File: src/rtl/uart_pkg.sv
// Shared UART definitions: parity modes, FSM state encoding and the
// majority-of-3 vote used by the receiver (and the matching transmitter).
package uart_pkg;

    localparam int PARITY_NONE = 0;
    localparam int PARITY_ODD  = 1;
    localparam int PARITY_EVEN = 2;

    typedef enum logic [2:0] {
        ST_IDLE,
        ST_START,
        ST_DATA,
        ST_PARITY,
        ST_STOP
    } uart_state_e;

    function automatic logic maj3(input logic a, input logic b, input logic c);
        return (a & b) | (a & c) | (b & c);
    endfunction

endpackage

File: src/rtl/uart_baud_tick.sv
// Oversample tick divider: one-cycle tick every DIV clocks, realigned to
// zero by a synchronous restart so a frame's ticks are phased to its start edge.
module uart_baud_tick #(
    parameter int DIV = 78
) (
    input  logic clk,
    input  logic rst_n,
    input  logic restart_i,
    output logic tick_o
);
    localparam int CW = (DIV > 1) ? $clog2(DIV) : 1;
    localparam logic [CW-1:0] LAST = CW'(DIV - 1);

    logic [CW-1:0] cnt_q;

    always_ff @(posedge clk or negedge rst_n) begin
        if (!rst_n)
            cnt_q <= '0;
        else if (restart_i || cnt_q == LAST)
            cnt_q <= '0;
        else
            cnt_q <= cnt_q + 1'b1;
    end

    assign tick_o = !restart_i && (cnt_q == LAST);

endmodule

File: src/rtl/uart_rx_cfg.sv
// Configurable UART receiver: oversampled majority-vote bit recovery,
// optional parity, 1/2 stop bits, valid/ready output with sticky overrun.
module uart_rx_cfg import uart_pkg::*; #(
    parameter int CLK_FREQ   = 12000000,
    parameter int BAUD_RATE  = 9600,
    parameter int DATA_BITS  = 8,
    parameter int PARITY     = 0,
    parameter int STOP_BITS  = 1,
    parameter int OVERSAMPLE = 16
) (
    input  logic                 clk,
    input  logic                 rst_n,
    input  logic                 rx,
    output logic [DATA_BITS-1:0] data,
    output logic                 valid,
    input  logic                 ready,
    output logic                 parity_err,
    output logic                 frame_err,
    output logic                 overrun,
    output logic                 busy
);
    localparam int DIV = CLK_FREQ / (BAUD_RATE * OVERSAMPLE);
    localparam int TW  = $clog2(OVERSAMPLE);
    localparam int BW  = $clog2(DATA_BITS + 1);
    localparam logic [TW-1:0] SAMP_A  = TW'(OVERSAMPLE / 2 - 1);
    localparam logic [TW-1:0] SAMP_B  = TW'(OVERSAMPLE / 2);
    localparam logic [TW-1:0] SAMP_C  = TW'(OVERSAMPLE / 2 + 1);
    localparam logic [TW-1:0] BIT_END = TW'(OVERSAMPLE - 1);
    localparam logic [BW-1:0] LAST_DATA = BW'(DATA_BITS - 1);
    localparam logic [BW-1:0] LAST_STOP = BW'(STOP_BITS - 1);

    if (DIV < 1 || DATA_BITS < 5 || DATA_BITS > 9 || PARITY < 0 || PARITY > 2 ||
        (STOP_BITS != 1 && STOP_BITS != 2) || OVERSAMPLE < 8 || (OVERSAMPLE % 2) != 0)
    begin : g_bad_param
        $error("uart_rx_cfg: illegal parameter combination");
    end

    logic [1:0]           sync_q;
    logic                 rx_s, rx_prev_q;
    uart_state_e          state_q;
    logic [TW-1:0]        tick_cnt_q;
    logic [BW-1:0]        bit_cnt_q;
    logic [1:0]           samp_q;
    logic [DATA_BITS-1:0] shift_q, data_q;
    logic                 par_q, perr_f_q, ferr_f_q;
    logic                 valid_q, perr_q, ferr_q, ovr_q, busy_q;
    logic                 tick, restart, samp_c, bit_end, bit_val, par_exp, done, stop_ferr;

    always_ff @(posedge clk or negedge rst_n) begin
        if (!rst_n) begin
            sync_q    <= 2'b11;
            rx_prev_q <= 1'b1;
        end else begin
            sync_q    <= {sync_q[0], rx};
            rx_prev_q <= rx_s;
        end
    end
    assign rx_s = sync_q[1];

    assign restart = (state_q == ST_IDLE) && rx_prev_q && !rx_s;

    uart_baud_tick #(.DIV(DIV)) u_tick (
        .clk       (clk),
        .rst_n     (rst_n),
        .restart_i (restart),
        .tick_o    (tick)
    );

    // The third sample completes the vote, so every bit decision is made there.
    assign samp_c    = tick && (tick_cnt_q == SAMP_C);
    assign bit_end   = tick && (tick_cnt_q == BIT_END);
    assign bit_val   = maj3(samp_q[1], samp_q[0], rx_s);
    assign par_exp   = (PARITY == PARITY_ODD) ? ~par_q : par_q;
    assign stop_ferr = ferr_f_q | ~bit_val;
    assign done      = (state_q == ST_STOP) && samp_c && (bit_cnt_q == LAST_STOP);

    always_ff @(posedge clk or negedge rst_n) begin
        if (!rst_n) begin
            state_q    <= ST_IDLE;
            tick_cnt_q <= '0;
            bit_cnt_q  <= '0;
            samp_q     <= '0;
            shift_q    <= '0;
            par_q      <= 1'b0;
            perr_f_q   <= 1'b0;
            ferr_f_q   <= 1'b0;
            data_q     <= '0;
            valid_q    <= 1'b0;
            perr_q     <= 1'b0;
            ferr_q     <= 1'b0;
            ovr_q      <= 1'b0;
            busy_q     <= 1'b0;
        end else begin
            if (tick && (tick_cnt_q == SAMP_A || tick_cnt_q == SAMP_B))
                samp_q <= {samp_q[0], rx_s};
            if (tick)
                tick_cnt_q <= bit_end ? '0 : tick_cnt_q + 1'b1;

            case (state_q)
                ST_IDLE: if (restart) begin
                    state_q    <= ST_START;
                    busy_q     <= 1'b1;
                    tick_cnt_q <= '0;
                    bit_cnt_q  <= '0;
                    par_q      <= 1'b0;
                    perr_f_q   <= 1'b0;
                    ferr_f_q   <= 1'b0;
                end
                ST_START: begin
                    if (samp_c && bit_val) begin
                        state_q <= ST_IDLE;
                        busy_q  <= 1'b0;
                    end else if (bit_end) begin
                        state_q   <= ST_DATA;
                        bit_cnt_q <= '0;
                    end
                end
                ST_DATA: begin
                    if (samp_c) begin
                        shift_q <= {bit_val, shift_q[DATA_BITS-1:1]};
                        par_q   <= par_q ^ bit_val;
                    end
                    if (bit_end) begin
                        if (bit_cnt_q == LAST_DATA) begin
                            state_q   <= (PARITY == PARITY_NONE) ? ST_STOP : ST_PARITY;
                            bit_cnt_q <= '0;
                        end else begin
                            bit_cnt_q <= bit_cnt_q + 1'b1;
                        end
                    end
                end
                ST_PARITY: begin
                    if (samp_c)
                        perr_f_q <= bit_val ^ par_exp;
                    if (bit_end)
                        state_q <= ST_STOP;
                end
                ST_STOP: begin
                    if (samp_c) begin
                        ferr_f_q <= stop_ferr;
                        if (bit_cnt_q == LAST_STOP) begin
                            state_q <= ST_IDLE;
                            busy_q  <= 1'b0;
                        end
                    end else if (bit_end) begin
                        bit_cnt_q <= bit_cnt_q + 1'b1;
                    end
                end
                default: state_q <= ST_IDLE;
            endcase

            // A held, unaccepted word wins; the new frame is dropped and flagged.
            if (done) begin
                if (!valid_q || ready) begin
                    data_q  <= shift_q;
                    perr_q  <= perr_f_q;
                    ferr_q  <= stop_ferr;
                    valid_q <= 1'b1;
                    if (valid_q)
                        ovr_q <= 1'b0;
                end else begin
                    ovr_q <= 1'b1;
                end
            end else if (valid_q && ready) begin
                valid_q <= 1'b0;
                ovr_q   <= 1'b0;
            end
        end
    end

    assign data       = data_q;
    assign valid      = valid_q;
    assign parity_err = perr_q;
    assign frame_err  = ferr_q;
    assign overrun    = ovr_q;
    assign busy       = busy_q;

endmodule

File: config.mk
export PLATFORM = sky130hd
export DESIGN_NAME = uart_rx_cfg
export DESIGN_NICKNAME = d
export VERILOG_FILES = /design/src/rtl/uart_pkg.sv /design/src/rtl/uart_baud_tick.sv /design/src/rtl/uart_rx_cfg.sv
export SDC_FILE = /design/constraint.sdc
export NUM_CORES = 1
export LEC_CHECK = 0
export CORE_MARGIN = 10
export CORE_UTILIZATION = 30
export DETAILED_ROUTE_END_ITERATION = 6
export PLACE_DENSITY = 0.6
export SYNTH_ARGS = -nofsm -noshare
export SYNTH_HDL_FRONTEND = slang
export SYNTH_SLANG_ARGS = --single-unit
File: constraint.sdc
create_clock -name clk -period 2.1 [get_ports clk]
set_input_delay 0.42 -clock clk [delete_from_list [all_inputs] [get_ports clk]]
set_output_delay 0.42 -clock clk [all_outputs]
set_load 0.02 [all_outputs]
==> out/results.tsv <==
stage	metric	value	unit
status	status	complete, no violations	
global_routing	grt_pass1_wl	7750	um
global_routing	grt_max_degree	30	
die	coreArea	7250	um2
power	p_leak	0.00126	uW
critical_path	cp.arrival	2230	ps
routing	num_vias	1589	
logic_synthesis	synth_area_leader_cell	dfrtp_1	
global_routing	track_usage	8.24	%
finish	final_common_cell	dfrtp_1	
clocking	clk_latency	310	ps
sta	maxSlewViolCount	0	
sta	hold_viol	0	
logic_synthesis	synthTopCellsByArea	dfrtp_1 (49%), mux2_2 (10%), ha_1 (3.9%), dfstp_2 (3.5%), nor2_1 (3.5%)	
clocking	clockBufferDepth	2	
die	start_util	30.7	%
place	place_congestion	0.790	
sta	maxSlewHeadroom	68.5	%
power	power.switching	549	uW
sta	fin_crit_sh	97.1	%
place	io_buffer_count	16	
clocking	clk_pin_slew_worst_paths	90	ps
logic_synthesis	ys_seq_elements	47	
global_routing	antenna_found_initial	0	
routing	drt_pass1_iterations	4	
finish	layout_common_cells	dfrtp_1 (44), nor2_1 (21), nand2_1 (19), buf_4 (19), mux2_2 (17)	
sta	skew	5.78	ps
logic_synthesis	syn_area	2230	um2
routing	remaining_drc_errors	0	
critical_path	end_kind	flop	
job	maxCapViolCount	0	
die	fp.dieH	106	um
power	clockPowerShare	33.6	%
routing	wl	4390	um
logic_synthesis	synthCells	203	
logic_synthesis	synth_top_area_share	49.4	%
finish	syn_to_final_growth	27.0	%
clocking	cts_inserted_buffers	5	
place	place_hpwl	3110	um
power	pwr-share-seq	50.8	%
logic_synthesis	yosysWarnings	0	
power	max-vdd-ir-drop	0.000248	V
logic_synthesis	synthesis.nets	214	
sta	rsz0062_at_grt	yes	
power	internal-power	1510	uW
sta	holdWs	55.3	ps
sta	max_freq	490	MHz
logic_synthesis	synth_flop_cell	dfrtp_1	
place	place_inst	332	
power	switching_share	26.7	%
routing	drt-initial-drc-count	78	
clocking	cts.sinks	47	
die	fp.dieW	106	um
die	rows	31	
die	die_area	11300	um2
sta	worst_pin_slew	472	ps
die	top_level_ports	17	
place	place_ws	-85.2	ps
clocking	htreeDepth	2	
logic_synthesis	synthArstFlopShare	100	%
finish	nets	253	
finish	antenna_cells	0	
finish	final_area	2830	um2
place	place_area	2650	um2
finish	nFillCells	708	
routing	wl_per_cell	12.8	um
clocking	cts_root_buffer	clkbuf_8	
power	powerDensity	727	nW/um2
logic_synthesis	syn_area_per_cell	11.0	um2
critical_path	path_max_fanout	7	
routing	postRouteAntennaNets	0	
critical_path	cp.required	2290	ps
sta	setup_slack	59.9	ps
logic_synthesis	yosysSeqAreaShare	52.9	%
global_routing	grt_pass1_vias	1602	
logic_synthesis	synth_cell_types	39	
logic_synthesis	synth-edff-count	0	
critical_path	critical_path_class	reg2reg	
routing	via_per_inst	4.65	
sta	fin_crit	2040	ps
finish	drive_gt1_share	26.7	%
sta	setup_viol_count_final	0	
clocking	cts_tree	built	
global_routing	overflow	0	
critical_path	crit_path_start_kind	flop	
power	combPwrFrac	15.6	%
worst_hold_path	worst_hold_path_type	in2async	
finish	finalNonFillerCells	342	
-- power by group through the flow --
stage	Combinational, uW	Sequential [uW]	Clock, uW
after detailed placement	314	1060	0
final	322	1040	691
after global placement	311	1060	0
after global routing	369	1060	747
after CTS	318	1040	710
after floorplan	160	1070	0
-- critical path, stage by stage, from the launching register on --
cell	delay, ps
dfrtp_1	380
inv_1	60
ha_1	140
nand2_2	50
or4_4	490
nor4_4	180
buf_6	180
nand3_4	120
mux2_4	330
-- cell families after synthesis --
logic type	count (synthesis)	share of synthesized area, %
AO/OA/AOI/OAI	29	8.03
adder cells (fa/ha/maj)	8	4.38
multiplexers	20	10.1
flip-flops	47	52.9
buffers and inverters	14	2.58
XOR/XNOR	7	2.75
AND/OR/NAND/NOR	78	19.2
-- per-layer routing --
metal / share of wire [%] / vias to the layer above / track usage [%]
li1: - / 792 / -
met1: 47 / 777 / 9.99
met5: 0 / - / 0
met3: 3.1 / 6 / 2.05
met2: 48 / 14 / 13.6
met4: 1.9 / 0 / 3.48
-- timing repair --
action / 4_1_cts / 5_1_grt
setup endpoints to repair: 20 / 26
resized for setup: 4 / 10
gates cloned: 1 / 0
buffers inserted: 2 / 0
pin swaps: 4 / 2
hold buffers: 0 / 0
-- path summary, 6_finish.rpt --
path / startpoint / end / slack, ps / cells past startpoint
max: u_tick.cnt_q[1] / data[1] / 60 / 8
min: rst_n / busy / 60 / 1
max reg2reg: u_tick.cnt_q[1] / data[1] / 60 / 8
min reg2reg: sync_q[0] / sync_q[1] / 360 / 0
max in group asynchronous: rst_n / sync_q[1] / 1460 / 2
min in group clk: sync_q[0] / sync_q[1] / 360 / 0
-- Yosys cell counts, types with 3 or more instances --
master / n
buf_2: 3
xnor2_1: 4
dfrtp_1: 44
dfstp_2: 3
clkbuf_1: 3
nand2_1: 20
o21ai_0: 7
nor2b_1: 4
or3b_2: 3
nor3_1: 5
xor2_1: 3
inv_1: 7
ha_1: 7
mux2_2: 20
a31oi_1: 3
nand3_1: 10
a21oi_1: 10
nor2_1: 21
-- cell type report --
| class | instances | area [um2] | share of cell area (%) |
|---|---|---|---|
| clock buffer | 5 | 68.8 | 2.43 |
| clock inverter | 3 | 47.5 | 1.68 |
| sequential | 47 | 1180 | 41.7 |
| multi-input combinational | 143 | 1040 | 36.8 |
| inverter | 7 | 26.3 | 0.929 |
| timing repair buffer | 38 | 340 | 12.0 |
| tap | 99 | 124 | 4.38 |
-- state kept, by name, indices dropped and copies added (netlist names) --
signal / flops
state_q: 3
bit_cnt_q: 4
overrun: 1
samp_q: 2
tick_cnt_q: 4
data: 8
parity_err: 1
perr_f_q: 1
u_tick.cnt_q: 7
par_exp: 1
valid: 1
frame_err: 1
ferr_f_q: 1
shift_q: 8
rx_prev_q: 1
busy: 1
sync_q: 2
-- metrics by stage --
| step | total power (uW) | util [%] | setup TNS [ps] |
|---|---|---|---|
| 2_1_floorplan | 1230 | - | -226 |
| 3_3_place_gp | 1370 | 36.5 | -595 |
| 3_5_place_dp | 1380 | 36.5 | -770 |
| 4_1_cts | 2070 | 38.7 | -280 |
| 5_1_grt | 2180 | 39.0 | -365 |
| 6_report | 2060 | 39.0 | 0 |
No activity file was read; power rests on OpenSTA's default activity.
